### src/rtl/laser_key_driver.sv
// Laser output stage for the Morse keyer: unit tick generation, input sync,
// brightness PWM and a maximum on-time cut-out with latched fault.
module laser_key_driver #(
    parameter int CLK_SPEED    = 16_000_000,
    parameter int UNIT_MS      = 100,
    parameter int PWM_BITS     = 8,
    parameter int MAX_ON_UNITS = 4
) (
    input  logic                Clock,
    input  logic                ResetN,
    input  logic                Enable,
    input  logic                ONOFF,
    input  logic                isDash,
    input  logic [PWM_BITS-1:0] Brightness,
    input  logic [PWM_BITS-1:0] DashBrightness,
    input  logic                FaultClear,
    output logic                UnitTick,
    output logic                Laser,
    output logic                Fault,
    output logic                Keying
);
    localparam int UNIT_DIV = CLK_SPEED / 1000 * UNIT_MS;
    localparam int UW       = $clog2(UNIT_DIV);
    localparam int OW       = $clog2(MAX_ON_UNITS + 1);

    localparam logic [UW-1:0]       UNIT_LAST = UW'(UNIT_DIV - 1);
    localparam logic [UW-1:0]       UNIT_ONE  = UW'(1);
    localparam logic [PWM_BITS-1:0] PWM_ONE   = PWM_BITS'(1);
    localparam logic [OW-1:0]       ON_LAST   = OW'(MAX_ON_UNITS - 1);
    localparam logic [OW-1:0]       ON_MAX    = OW'(MAX_ON_UNITS);
    localparam logic [OW-1:0]       ON_ONE    = OW'(1);

    typedef enum logic [1:0] {S_OFF, S_ON, S_FAULT} state_t;

    logic [UW-1:0]       unit_cnt_q;
    logic                tick_q;
    logic                on_m_q, on_s_q, dash_m_q, dash_s_q;
    logic [PWM_BITS-1:0] pwm_cnt_q, duty_q;
    logic                pwm_on;
    state_t              state_q;
    logic [OW-1:0]       on_units_q;
    logic                laser_q, keying_q, fault_q;

    always_ff @(posedge Clock) begin
        if (!ResetN) begin
            unit_cnt_q <= '0;
            tick_q     <= 1'b0;
        end else begin
            tick_q     <= (unit_cnt_q == UNIT_LAST);
            unit_cnt_q <= (unit_cnt_q == UNIT_LAST) ? '0 : unit_cnt_q + UNIT_ONE;
        end
    end

    always_ff @(posedge Clock) begin
        if (!ResetN) begin
            on_m_q   <= 1'b0;
            on_s_q   <= 1'b0;
            dash_m_q <= 1'b0;
            dash_s_q <= 1'b0;
        end else begin
            on_m_q   <= ONOFF;
            on_s_q   <= on_m_q;
            dash_m_q <= isDash;
            dash_s_q <= dash_m_q;
        end
    end

    // Duty only changes at the start of a period so a period is never torn.
    always_ff @(posedge Clock) begin
        if (!ResetN) begin
            pwm_cnt_q <= '0;
            duty_q    <= '0;
        end else begin
            pwm_cnt_q <= pwm_cnt_q + PWM_ONE;
            if (pwm_cnt_q == '0)
                duty_q <= dash_s_q ? DashBrightness : Brightness;
        end
    end

    assign pwm_on = (duty_q == '1) || (pwm_cnt_q < duty_q);

    always_ff @(posedge Clock) begin
        if (!ResetN) begin
            state_q    <= S_OFF;
            on_units_q <= '0;
            laser_q    <= 1'b0;
            keying_q   <= 1'b0;
            fault_q    <= 1'b0;
        end else begin
            laser_q  <= 1'b0;
            keying_q <= 1'b0;
            fault_q  <= 1'b0;
            case (state_q)
                S_OFF: begin
                    if (Enable && on_s_q) begin
                        state_q    <= S_ON;
                        on_units_q <= '0;
                        laser_q    <= pwm_on;
                        keying_q   <= 1'b1;
                    end
                end
                S_ON: begin
                    // Over-time wins even if the key or enable drops on the same edge.
                    if (tick_q && on_units_q == ON_LAST) begin
                        state_q    <= S_FAULT;
                        on_units_q <= ON_MAX;
                        fault_q    <= 1'b1;
                    end else if (!on_s_q || !Enable) begin
                        state_q <= S_OFF;
                    end else begin
                        laser_q  <= pwm_on;
                        keying_q <= 1'b1;
                        if (tick_q)
                            on_units_q <= on_units_q + ON_ONE;
                    end
                end
                S_FAULT: begin
                    if (FaultClear && !on_s_q)
                        state_q <= S_OFF;
                    else
                        fault_q <= 1'b1;
                end
                default: state_q <= S_OFF;
            endcase
        end
    end

    assign UnitTick = tick_q;
    assign Laser    = laser_q;
    assign Fault    = fault_q;
    assign Keying   = keying_q;
endmodule

### config.mk
export PLATFORM = sky130hd
export DESIGN_NAME = laser_key_driver
export DESIGN_NICKNAME = d
export VERILOG_FILES = /design/src/rtl/laser_key_driver.sv
export SDC_FILE = /design/constraint.sdc
export NUM_CORES = 1
export LEC_CHECK = 0
export CAP_MARGIN = 40
export CORE_AREA = 8 8 99 101
export CTS_CLUSTER_DIAMETER = 150
export CTS_CLUSTER_SIZE = 20
export DETAILED_ROUTE_END_ITERATION = 6
export DIE_AREA = 0 0 107 109
export SETUP_SLACK_MARGIN = 0.1
export SLEW_MARGIN = 15
export SYNTH_ARGS = -nofsm -noshare
export SYNTH_HDL_FRONTEND = slang
export SYNTH_SLANG_ARGS = --single-unit
### constraint.sdc
create_clock -name Clock -period 4.05 [get_ports Clock]
set_input_delay 0.405 -clock Clock [delete_from_list [all_inputs] [get_ports Clock]]
set_output_delay 0.405 -clock Clock [all_outputs]
set_load 0.05 [all_outputs]
==> Implementation_results.wiki, run 1 <==
{| class="wikitable"
! Metric !! Value
|-
| Outcome || completed
|-
| Area added between synthesis and finish || 17.2%
|-
| Initial drt markers || 58
|-
| Number of antenna violations at the first check in global routing || 0
|-
| Syn avg cell area || 8.98 um2
|-
| Post-Synth XOR/XNOR Area || 6.29%
|-
| Average wire per cell in the routed design || 11.2 um
|-
| Final Max Slew Viols || 0
|-
| Largest net degree at the start of global routing || 24
|-
| Top fanout value on the critical path || 17
|-
| Post-Place Setup Slack || 1920 ps
|-
| Post-DRT Antenna Nets || 0
|-
| Power per standard cell area || 312 mW/mm2
|-
| Number of global-route vias before repair || 1863
|-
| Via-per-instance ratio || 4.72
|-
| Core Footprint || 0.00838 mm2
|-
| Maximum VDD drop || 0.115 mV
|-
| Critical Path AT || 2290 ps
|-
| EDFF count, synth || 0
|-
| Area share of the leading cell type in the synthesized netlist || around two fifths
|-
| Vertical die dimension || 109 um
|-
| Largest area contributor in the synthesized netlist || dfxtp_1
|-
| Filler Cell Count || 854
|-
| Post-Place Cells || between 400 and 500
|-
| Max Cap Violations || 0
|-
| Die area || 0.0117 mm2
|-
| Clock Latency Late Sink || 300 ps
|-
| Async SR Flop Fraction || 0%
|-
| Reg2reg path depth || 5
|-
| Sequential cell area fraction in the yosys report || 39.9%
|-
| Global-route congestion overflow total || 0
|-
| Largest family of logic cells by synthesized area || simple AND/OR/NAND/NOR gates
|-
| Largest clock skew in the final design || about 3.4 ps
|-
| Distinct cell type count of the synthesized netlist || between 40 and 50
|-
| Number of instances in the synthesized netlist || around 280
|-
| Number of standard-cell rows in the floorplan || 34
|-
| HPWL after DPL || 3400 um
|-
| Flops & latches, synth || 50
|-
| Number of detailed-routing iterations run before antenna repair || 4
|-
| Final Routed Wirelength || 4590 um
|-
| I/O pin total || 26
|-
| LEAKAGE || approximately 0.0012 uW
|-
| Final clock period utilization by the worst path || a little over half
|-
| Arithmetic-cell share of the synthesized area counting full adders, half adders and majority gates || 7.49%
|-
| Final setup vio count || 0
|-
| Share of the synthesized area in compound gates (AO/OA/AOI/OAI) || 12.3%
|-
| Final net count || 339
|-
| Total DRC errors in the routed layout || 0
|-
| YS warnings || 0
|-
| Worst-case setup margin in the final layout || 1930 ps
|-
| Clock transition at path regs || about 90 ps
|-
| Rel. slew slack || between 50% and 60%
|-
| Resized cells post-CTS || 0
|-
| Min-Delay Path Depth || 1
|-
| Net count after synthesis || 316
|-
| Maximum count of clock buffers along a single path || 2
|-
| CTS sink count || 50
|-
| Nature of the critical path endpoint || register
|-
| Most used DFF post-synth || dfxtp_1
|-
| Clock root cell || clkbuf_8
|-
| Num CTS Buffers || 5
|-
| Total number of vias || between 1500 and 2000
|-
| Port Buffer Count || 25
|-
| Slew @ Worst Pin || ~700 ps
|-
| Final Core Density || roughly a third
|-
| Number of post-CTS setup repair buffers || 0
|-
| Final weighted congestion of routability-driven global placement || 0.762
|-
| Setup repair after global routing missed its margin || false
|-
| WP data required || ~4200 ps
|-
| Hold_buf cts || 0
|-
| CTS tree || built
|-
| Synth area leaders || dfxtp_1 (40%), ha_1 (7.5%), xnor2_1 (4.2%)
|-
| Die width || approximately 110 um
|-
| Highest clock frequency the design can meet || 472 MHz
|-
| Final cell count without fillers || 411
|-
| Initial Util || 29.9%
|-
| Post-synthesis instance area || 0.00251 mm2
|-
| Mux contribution to synthesized area || 3.99%
|-
| TNS Setup || 0 ps
|-
| Wire length of the first global-routing pass || ~8100 um
|-
| Type of the most critical hold path || reg2reg
|-
| Area fraction in and, or, nand and nor cells after synthesis || about a quarter
|-
| Final Hold Viols || 0
|-
| Antenna Cells || 0
|-
| Type of element launching the critical path || register
|-
| Share of layout cells above drive strength 1 || 5.28%
|-
| Worst Setup Path Type || reg2reg
|-
| Number of levels the H-tree was split into || 2
|-
| Final period demand of the worst path || 2120 ps
|-
| Total GRT Usage || 8.53%
|}
-- layout by cell type, fill, tap and decap left out, types with 2 or more instances in the layout --
cell             netlist  final
dfxtp_1               50     50
clkdlybuf4s50_1        0     25
inv_1                 22     22
nand2_1               22     22
nor2_1                19     19
nand3_1               15     15
ha_1                  15     15
and2_1                13     13
xnor2_1               12     12
mux2i_1               10     10
o211a_1                9      9
a21oi_1                9      9
o21ai_0                8      8
nor3_1                 7      7
nand4_1                7      7
and3_1                 7      7
xor2_1                 6      6
clkbuf_8               0      6
a21boi_0               4      4
nor4_1                 4      4
or3_1                  3      3
nor4b_1                2      2
o211ai_1               2      2
nor2b_1                2      2
o2111ai_1              2      2
or3_2                  2      2
-- area by class of cell --
class / instances / area (um2) / area share [%]
Multi-Input combinational cell: 197 / 1370 / 46.6
Sequential cell: 50 / 1000 / 34.1
Timing Repair Buffer: 26 / 258 / 8.78
Tap cell: 108 / 135 / 4.60
Clock buffer: 7 / 86.3 / 2.94
Inverter: 22 / 82.6 / 2.81
Clock inverter: 1 / 5.00 / 0.170
-- registers in the layout (all words and copies together), names as in the netlist, 2 cells and up --
signal / cells
pwm_cnt_q: 8
state_q: 2
duty_q: 8
unit_cnt_q: 21
on_units_q: 3
-- through the flow --
step	power, uW	hold slack (ps)	area (um2)
after floorplan	596	412	2510
after global placement	629	418	2850
after global routing	970	462	2940
after CTS	934	441	2940
after detailed placement	631	418	2850
final	916	438	2940
-- synth_stat cells, drive strengths merged, types with 2 or more instances --
cell type	number
o21ai	9
a21boi	4
and2	13
or3	5
nor4	5
nor3	7
dfxtp	50
inv	22
nor4b	2
nor2b	2
clkbuf	7
nor2	19
nand3	15
xor2	6
ha	15
nand4	8
buf	3
o2111ai	2
xnor2	12
mux2i	10
o211ai	2
and3	7
nand2	22
o211a	9
a21oi	9
-- logic make-up (layout without fill, tap and decap cells) --
family,after synthesis,after routing
compound gates,43,43
xor+xnor,18,18
fa+ha+maj,15,15
buf+inv,32,56
flops,50,50
mux,10,10
simple gates,111,111
-- critical path, cell delays in order (launching register included) --
cell and delay [ps]:
dfxtp_1 410, ha_1 270, nand4_1 230, or2_2 370, o21ai_2 580, nor2_1 110
-- routing by layer --
layer | track usage [%] | vias to the layer above | part of all wire, %
li1 | - | 1018 | -
met1 | 10.2 | 897 | 47
met2 | 13.8 | 17 | 47
met3 | 2.13 | 7 | 3.4
met4 | 4.82 | 0 | 2.1
met5 | 0 | - | 0
-- final timing paths --
| check | from | slack [ps] | end |
|---|---|---|---|
| worst max-delay path | unit_cnt_q[0]$_SDFF_PP0_ | 1930 | unit_cnt_q[5]$_SDFF_PP0_ |
| worst min-delay path | on_m_q$_SDFF_PN0_ | 440 | on_s_q$_SDFF_PN0_ |
| worst max register to register | unit_cnt_q[0]$_SDFF_PP0_ | 1930 | unit_cnt_q[5]$_SDFF_PP0_ |
| worst min register to register | on_m_q$_SDFF_PN0_ | 440 | on_s_q$_SDFF_PN0_ |
-- report_power, final --
group / internal [uW] / switching (uW) / leakage (uW)
Sequential: 509 / 16.4 / 0.000407
Clock: 138 / 159 / 0.0000482
Combinational: 49.7 / 43.0 / 0.000706
Total: 697 / 219 / 0.00116
Power figures use the tool's default switching activity.
==> run 2, diff against run 1 <==
Clock period 4.05 ns to 1.7 ns, I/O delays scaled along.
==> run 2 against run 1 <==
Flip-flop and latch count did not move. Critical path type unchanged. Clock skew up 6.0 ps. Setup slack got worse by 1800 ps.
==> Implementation_results.wiki, run 2 (synthesized netlist as in run 1, its figures left out) <==
{| class="wikitable"
! Metric !! Value
|-
| Max Cap Violations || 0
|-
| Rel. slew slack || about two thirds
|-
| Met1 routing resource usage after global routing || 10.7%
|-
| Number of global-route vias before repair || 1941
|-
| Area added between synthesis and finish || 30.2%
|-
| Maximum count of clock buffers along a single path || 2
|-
| Worst-case setup margin in the final layout || 108 ps
|-
| Power per standard cell area || 720 mW/mm2
|-
| Commonest cells after routing, fill and taps aside || dfxtp_1 (36), inv_1 (22), nand2_1 (22), clkdlybuf4s50_1 (21), nor2_1 (19)
|-
| Clock root cell || clkbuf_8
|-
| Initial Util || between 20% and 30%
|-
| Final Routed Wirelength || 5080 um
|-
| WP data required || just under 2000 ps
|-
| Type of the most critical hold path || reg2reg
|-
| Initial drt markers || 49
|-
| Type of element launching the critical path || register
|-
| Via-per-instance ratio || 4.75
|-
| Share of layout cells above drive strength 1 || ~18%
|-
| Number of standard-cell rows in the floorplan || 34
|-
| Global-route congestion overflow total || 0
|-
| Filler Cell Count || 841
|-
| Total DRC errors in the routed layout || 0
|-
| Total number of vias || 2044
|-
| Outcome || completed
|-
| Register ranked first by flip-flop count || unit_cnt_q
|-
| Total GRT Usage || between 8 and 9%
|-
| Final Max Slew Viols || 0
|-
| Num CTS Buffers || 5
|-
| Antenna Cells || 0
|-
| Slew @ Worst Pin || 501 ps
|-
| I/O pin total || 26
|-
| Clock Latency Late Sink || about 300 ps
|-
| Largest regs || unit_cnt_q (21), duty_q (8), pwm_cnt_q (8)
|-
| Final clock period utilization by the worst path || between 90% and 100%
|-
| Final Hold Viols || 0
|-
| Number of levels the H-tree was split into || 2
|-
| Reg2Reg Launch Point || unit_cnt_q[5]$_SDFF_PP0_
|-
| Core Footprint || 0.00838 mm2
|-
| CTS sink count || 50
|-
| Final period demand of the worst path || 1590 ps
|-
| CP startpoint || unit_cnt_q[5]$_SDFF_PP0_
|-
| Wire length of the first global-routing pass || between 8000 and 9000 um
|-
| Average wire per cell in the routed design || 11.8 um
|-
| Nature of the critical path endpoint || register
|-
| Hold Startpoint || dash_m_q$_SDFF_PN0_
|-
| Critical Path AT || approximately 1800 ps
|-
| Post-DRT Antenna Nets || 0
|-
| Busiest grt layer || met2
|-
| Top fanout value on the critical path || 5
|-
| Clock transition at path regs || 90 ps
|-
| Number of antenna violations at the first check in global routing || 0
|-
| Worst Setup Path Type || reg2reg
|-
| Met2 Use GR || 14.8%
|-
| Final setup vio count || 0
|-
| Post-Place Setup Slack || 24.8 ps
|-
| Most common cell after layout, fill and taps aside || dfxtp_1
|-
| Largest clock skew in the final design || approximately 9.4 ps
|-
| Largest net degree at the start of global routing || 36
|-
| Die width || 107 um
|-
| Met3 track demand over resource in global routing || around 2%
|-
| Port Buffer Count || 25
|-
| CTS tree || built
|-
| LEAKAGE || 0.00133 uW
|-
| Number of detailed-routing iterations run before antenna repair || 4
|-
| Setup repair after global routing missed its margin || true
|-
| Die area || 0.0117 mm2
|-
| Highest clock frequency the design can meet || 628 MHz
|-
| HPWL after DPL || 3620 um
|-
| Final weighted congestion of routability-driven global placement || between 0.7 and 0.8
|-
| Maximum VDD drop || ~0.45 mV
|-
| Register-to-Register Setup Slack || 110 ps
|-
| Final std cell area, no fill || 0.00326 mm2
|-
| TNS Setup || 0 ps
|-
| Post-DP Area || 0.00297 mm2
|-
| Vertical die dimension || about 110 um
|-
| Final net count || 358
|-
| Max reg flops || 21
|}
==> run 2: cell types whose count changed in the layout (fill, tap and decap cells not counted), moves of 3 or more <==
cell / delta
buf_4: +17
ha_1: -3
clkdlybuf4s50_1: -4
dfxtp_4: +8
dfxtp_1: -14
dfxtp_2: +6
ha_4: +3
==> run 2: worst paths after layout <==
check | to | cells past startpoint
max | unit_cnt_q[19]$_SDFF_PP0_ | 4
min | dash_s_q$_SDFF_PN0_ | 1
max reg2reg | unit_cnt_q[19]$_SDFF_PP0_ | 4
min reg2reg | dash_s_q$_SDFF_PN0_ | 1
==> run 2: per-layer routing <==
layer,routed length (um),vias up,share of wire (%)
met4,60,0,1.2
met2,2480,20,49
met5,0,-,0
met3,126,5,2.5
li1,-,1057,-
met1,2410,962,47
==> run 2: what timing repair did <==
item	CTS	global route
cloned	0	2
resized for setup	13	20
buffers inserted	0	5
hold buffers	0	0
endpoints found under the setup margin	10	23
pin swaps	2	10
==> run 2: power by group <==
| group | switching (uW) | total, uW | internal [uW] |
|---|---|---|---|
| Clock | 398 | 840 | 441 |
| Sequential | 39.3 | 1240 | 1210 |
| Combinational | 113 | 265 | 151 |
| Total | 551 | 2350 | 1800 |
==> run 2: per-stage QoR <==
stage	std cells	hold WS [ps]	util (%)	total power, uW
2_1_floorplan	279	297	-	1420
3_3_place_gp	415	414	35.4	1520
3_5_place_dp	415	423	35.4	1530
4_1_cts	423	432	37.1	2370
5_1_grt	430	443	38.9	2460
6_report	430	443	38.9	2350
==> run 2: worst max-delay path, cell delays in order (launching register included) <==
cell and delay, ps:
dfxtp_4 390, nand4_4 110, or4_4 550, or3_1 340, a21oi_1 140
==> run 2: layout make-up <==
| class | count | area [um2] | area share (%) |
|---|---|---|---|
| flip-flops and latches | 50 | 1040 | 31.8 |
| clock buffers | 5 | 68.8 | 2.11 |
| multi-input cells | 197 | 1440 | 44.0 |
| inverters | 22 | 82.6 | 2.53 |
| repair buffers | 45 | 457 | 14.0 |
| clock inverters | 3 | 43.8 | 1.34 |
| well taps | 108 | 135 | 4.14 |
==> run 3, diff against run 2 <==
Settings changed: CORE_AREA 8 8 99 101 to 8 8 137 75, DIE_AREA 0 0 107 109 to 0 0 145 83.
==> run 3 against run 2 <==
Wire length increased by 9.0%. Highest routed layer unchanged. Non-clock buffer count increased by 8. Power increased by 5.0%. Global-route usage rose by 0.43 points. Cell count up 3.7%. Critical path depth increased by 2. Die area is 3.2% higher. Utilization is 0.91 points higher. Worst hold slack got worse by 9.3 ps.
==> Implementation_results.wiki, run 3 (synthesized netlist as in run 1, its figures left out) <==
{| class="wikitable"
! Metric !! Value
|-
| Outcome || completed
|-
| Number of standard-cell rows in the floorplan || 24
|-
| Most common cell after layout, fill and taps aside || dfxtp_1
|-
| Rel. slew slack || roughly two thirds
|-
| Final clock period utilization by the worst path || 93.7%
|-
| Nature of the critical path endpoint || register
|-
| End point of the most critical hold path || dash_s_q$_SDFF_PN0_
|-
| Reg2Reg Launch Point || on_units_q[0]$_SDFFE_PN0P_
|-
| Vertical die dimension || 83 um
|-
| Share of layout cells above drive strength 1 || 21.3%
|-
| Type of element launching the critical path || register
|-
| Clock transition at path regs || 70 ps
|-
| Total DRC errors in the routed layout || 0
|-
| Area added between synthesis and finish || 33.2%
|-
| Number of detailed-routing iterations run before antenna repair || 4
|-
| Maximum count of clock buffers along a single path || 2
|-
| Final net count || 366
|-
| Die width || 145 um
|-
| Max reg flops || 21
|-
| Average wire per cell in the routed design || 12.4 um
|-
| Die area || 0.0120 mm2
|-
| HPWL after DPL || 4070 um
|-
| Final Hold Viols || 0
|-
| Hold_buf cts || 0
|-
| Final Routed Wirelength || 5540 um
|-
| Setup repair after global routing missed its margin || true
|-
| Largest regs || unit_cnt_q (21), duty_q (8), pwm_cnt_q (8)
|-
| Type of the most critical hold path || reg2reg
|-
| Post-DP Area || approximately 0.003 mm2
|-
| Clock root cell || clkbuf_16
|-
| Register ranked first by flip-flop count || unit_cnt_q
|-
| Total number of vias || a little over 2000
|-
| CTS tree || built
|-
| Number of antenna violations at the first check in global routing || 0
|-
| Slew @ Worst Pin || 504 ps
|-
| Post-DRT Antenna Nets || 0
|-
| Final weighted congestion of routability-driven global placement || between 0.8 and 0.9
|-
| Endpoint of the worst register-to-register path || on_units_q[0]$_SDFFE_PN0P_
|-
| CTS sink count || 50
|-
| Critical Path AT || between 1500 and 2000 ps
|-
| Final std cell area, no fill || roughly 0.0033 mm2
|-
| TNS Setup || 0 ps
|-
| Power per standard cell area || 739 mW/mm2
|-
| Final setup vio count || 0
|-
| I/O pin total || 26
|-
| Maximum VDD drop || 0.434 mV
|-
| Commonest cells after routing, fill and taps aside || dfxtp_1 (35), buf_4 (26), inv_1 (22), nand2_1 (22), clkdlybuf4s50_1 (22)
|-
| Via-per-instance ratio || 4.60
|-
| Largest net degree at the start of global routing || 19
|-
| Min-Delay Path Depth || 1
|-
| Global-route congestion overflow total || 0
|-
| Final period demand of the worst path || between 1500 and 2000 ps
|-
| LEAKAGE || 0.00136 uW
|-
| Register-to-Register Setup Slack || 110 ps
|-
| Antenna Cells || 0
|-
| Initial drt markers || 156
|-
| Max Cap Violations || 0
|-
| Highest clock frequency the design can meet || 628 MHz
|-
| Clock Latency Late Sink || 290 ps
|-
| Port Buffer Count || 25
|-
| Core Footprint || about 0.0084 mm2
|-
| Hold Startpoint || dash_m_q$_SDFF_PN0_
|-
| Final Max Slew Viols || 0
|-
| Largest clock skew in the final design || 10.8 ps
|-
| Top fanout value on the critical path || 5
|-
| WHS || approximately 430 ps
|-
| Number of global-route vias before repair || 1882
|-
| Wire length of the first global-routing pass || between 9000 and 10000 um
|-
| Reg2reg path depth || 6
|-
| Number of levels the H-tree was split into || 2
|-
| WP data required || 1890 ps
|-
| Initial Util || between 20 and 30%
|-
| Num CTS Buffers || 5
|-
| Total GRT Usage || a little under a tenth
|-
| Worst Setup Path Type || reg2reg
|}
run 3: cell count changes in the layout (fill, tap and decap cells not counted), moves of 3 or more:
cell / previous run / this run
clkbuf_16: 2 / 5
clkbuf_8: 5 / 0
dfxtp_2: 6 / 11
dfxtp_4: 8 / 4
buf_4: 18 / 26
run 3: critical path, cell delays in order (launching register included):
cell and delay [ps]:
dfxtp_4 360, ha_4 160, ha_4 150, nor2b_4 120, o211ai_1 370, a211oi_2 130, o21a_1 200
run 3: repair_timing:
item / in CTS / in global routing
setup endpoints to repair: 16 / 26
gates resized for setup: 7 / 33
pin swaps: 5 / 15
buffers inserted: 2 / 5
run 3: final cells by class:
class | count | area [um2]
repair buffers | 53 | 479
flip-flops and latches | 50 | 1030
well taps | 117 | 146
clock inverters | 1 | 7.51
inverters | 22 | 82.6
fillers | 834 | 5040
multi-input cells | 197 | 1460
clock buffers | 6 | 129
run 3: worst max path at each step:
stage                                     startpoint                    endpoint  slack (ps)
final                     on_units_q[0]$_SDFFE_PN0P_  on_units_q[0]$_SDFFE_PN0P_         110
after global routing      on_units_q[0]$_SDFFE_PN0P_  on_units_q[0]$_SDFFE_PN0P_          20
after CTS                 on_units_q[0]$_SDFFE_PN0P_  on_units_q[0]$_SDFFE_PN0P_          80
after detailed placement  on_units_q[0]$_SDFFE_PN0P_  on_units_q[0]$_SDFFE_PN0P_          20
after global placement    on_units_q[0]$_SDFFE_PN0P_  on_units_q[0]$_SDFFE_PN0P_          90
after floorplan             unit_cnt_q[4]$_SDFF_PP0_   unit_cnt_q[19]$_SDFF_PP0_         100
run 3: per-layer routing:
layer  share of wire (%)  wire length [um]  global-route usage [%]
met2                  39              2140                    12.1
met5                   0                 0                       0
met4                 1.5                83                    3.03
met1                  55              3060                    13.5
met3                 4.4               246                    2.98
run 3: stage by stage:
step | util, % | setup WS (ps) | cells | power [uW]
final | 39.8 | 108 | 446 | 2470
after global routing | 39.8 | 20.0 | 446 | 2590
after CTS | 38.2 | 81.4 | 441 | 2510
after detailed placement | 36.2 | 17.7 | 432 | 1530
after global placement | 36.2 | 94.1 | 432 | 1530
after floorplan | - | 100 | 279 | 1420
run 3: power by group:
group,switching (uW),total (uW),internal (uW)
Combinational,111,250,139
Clock,428,966,538
Sequential,40.5,1250,1210
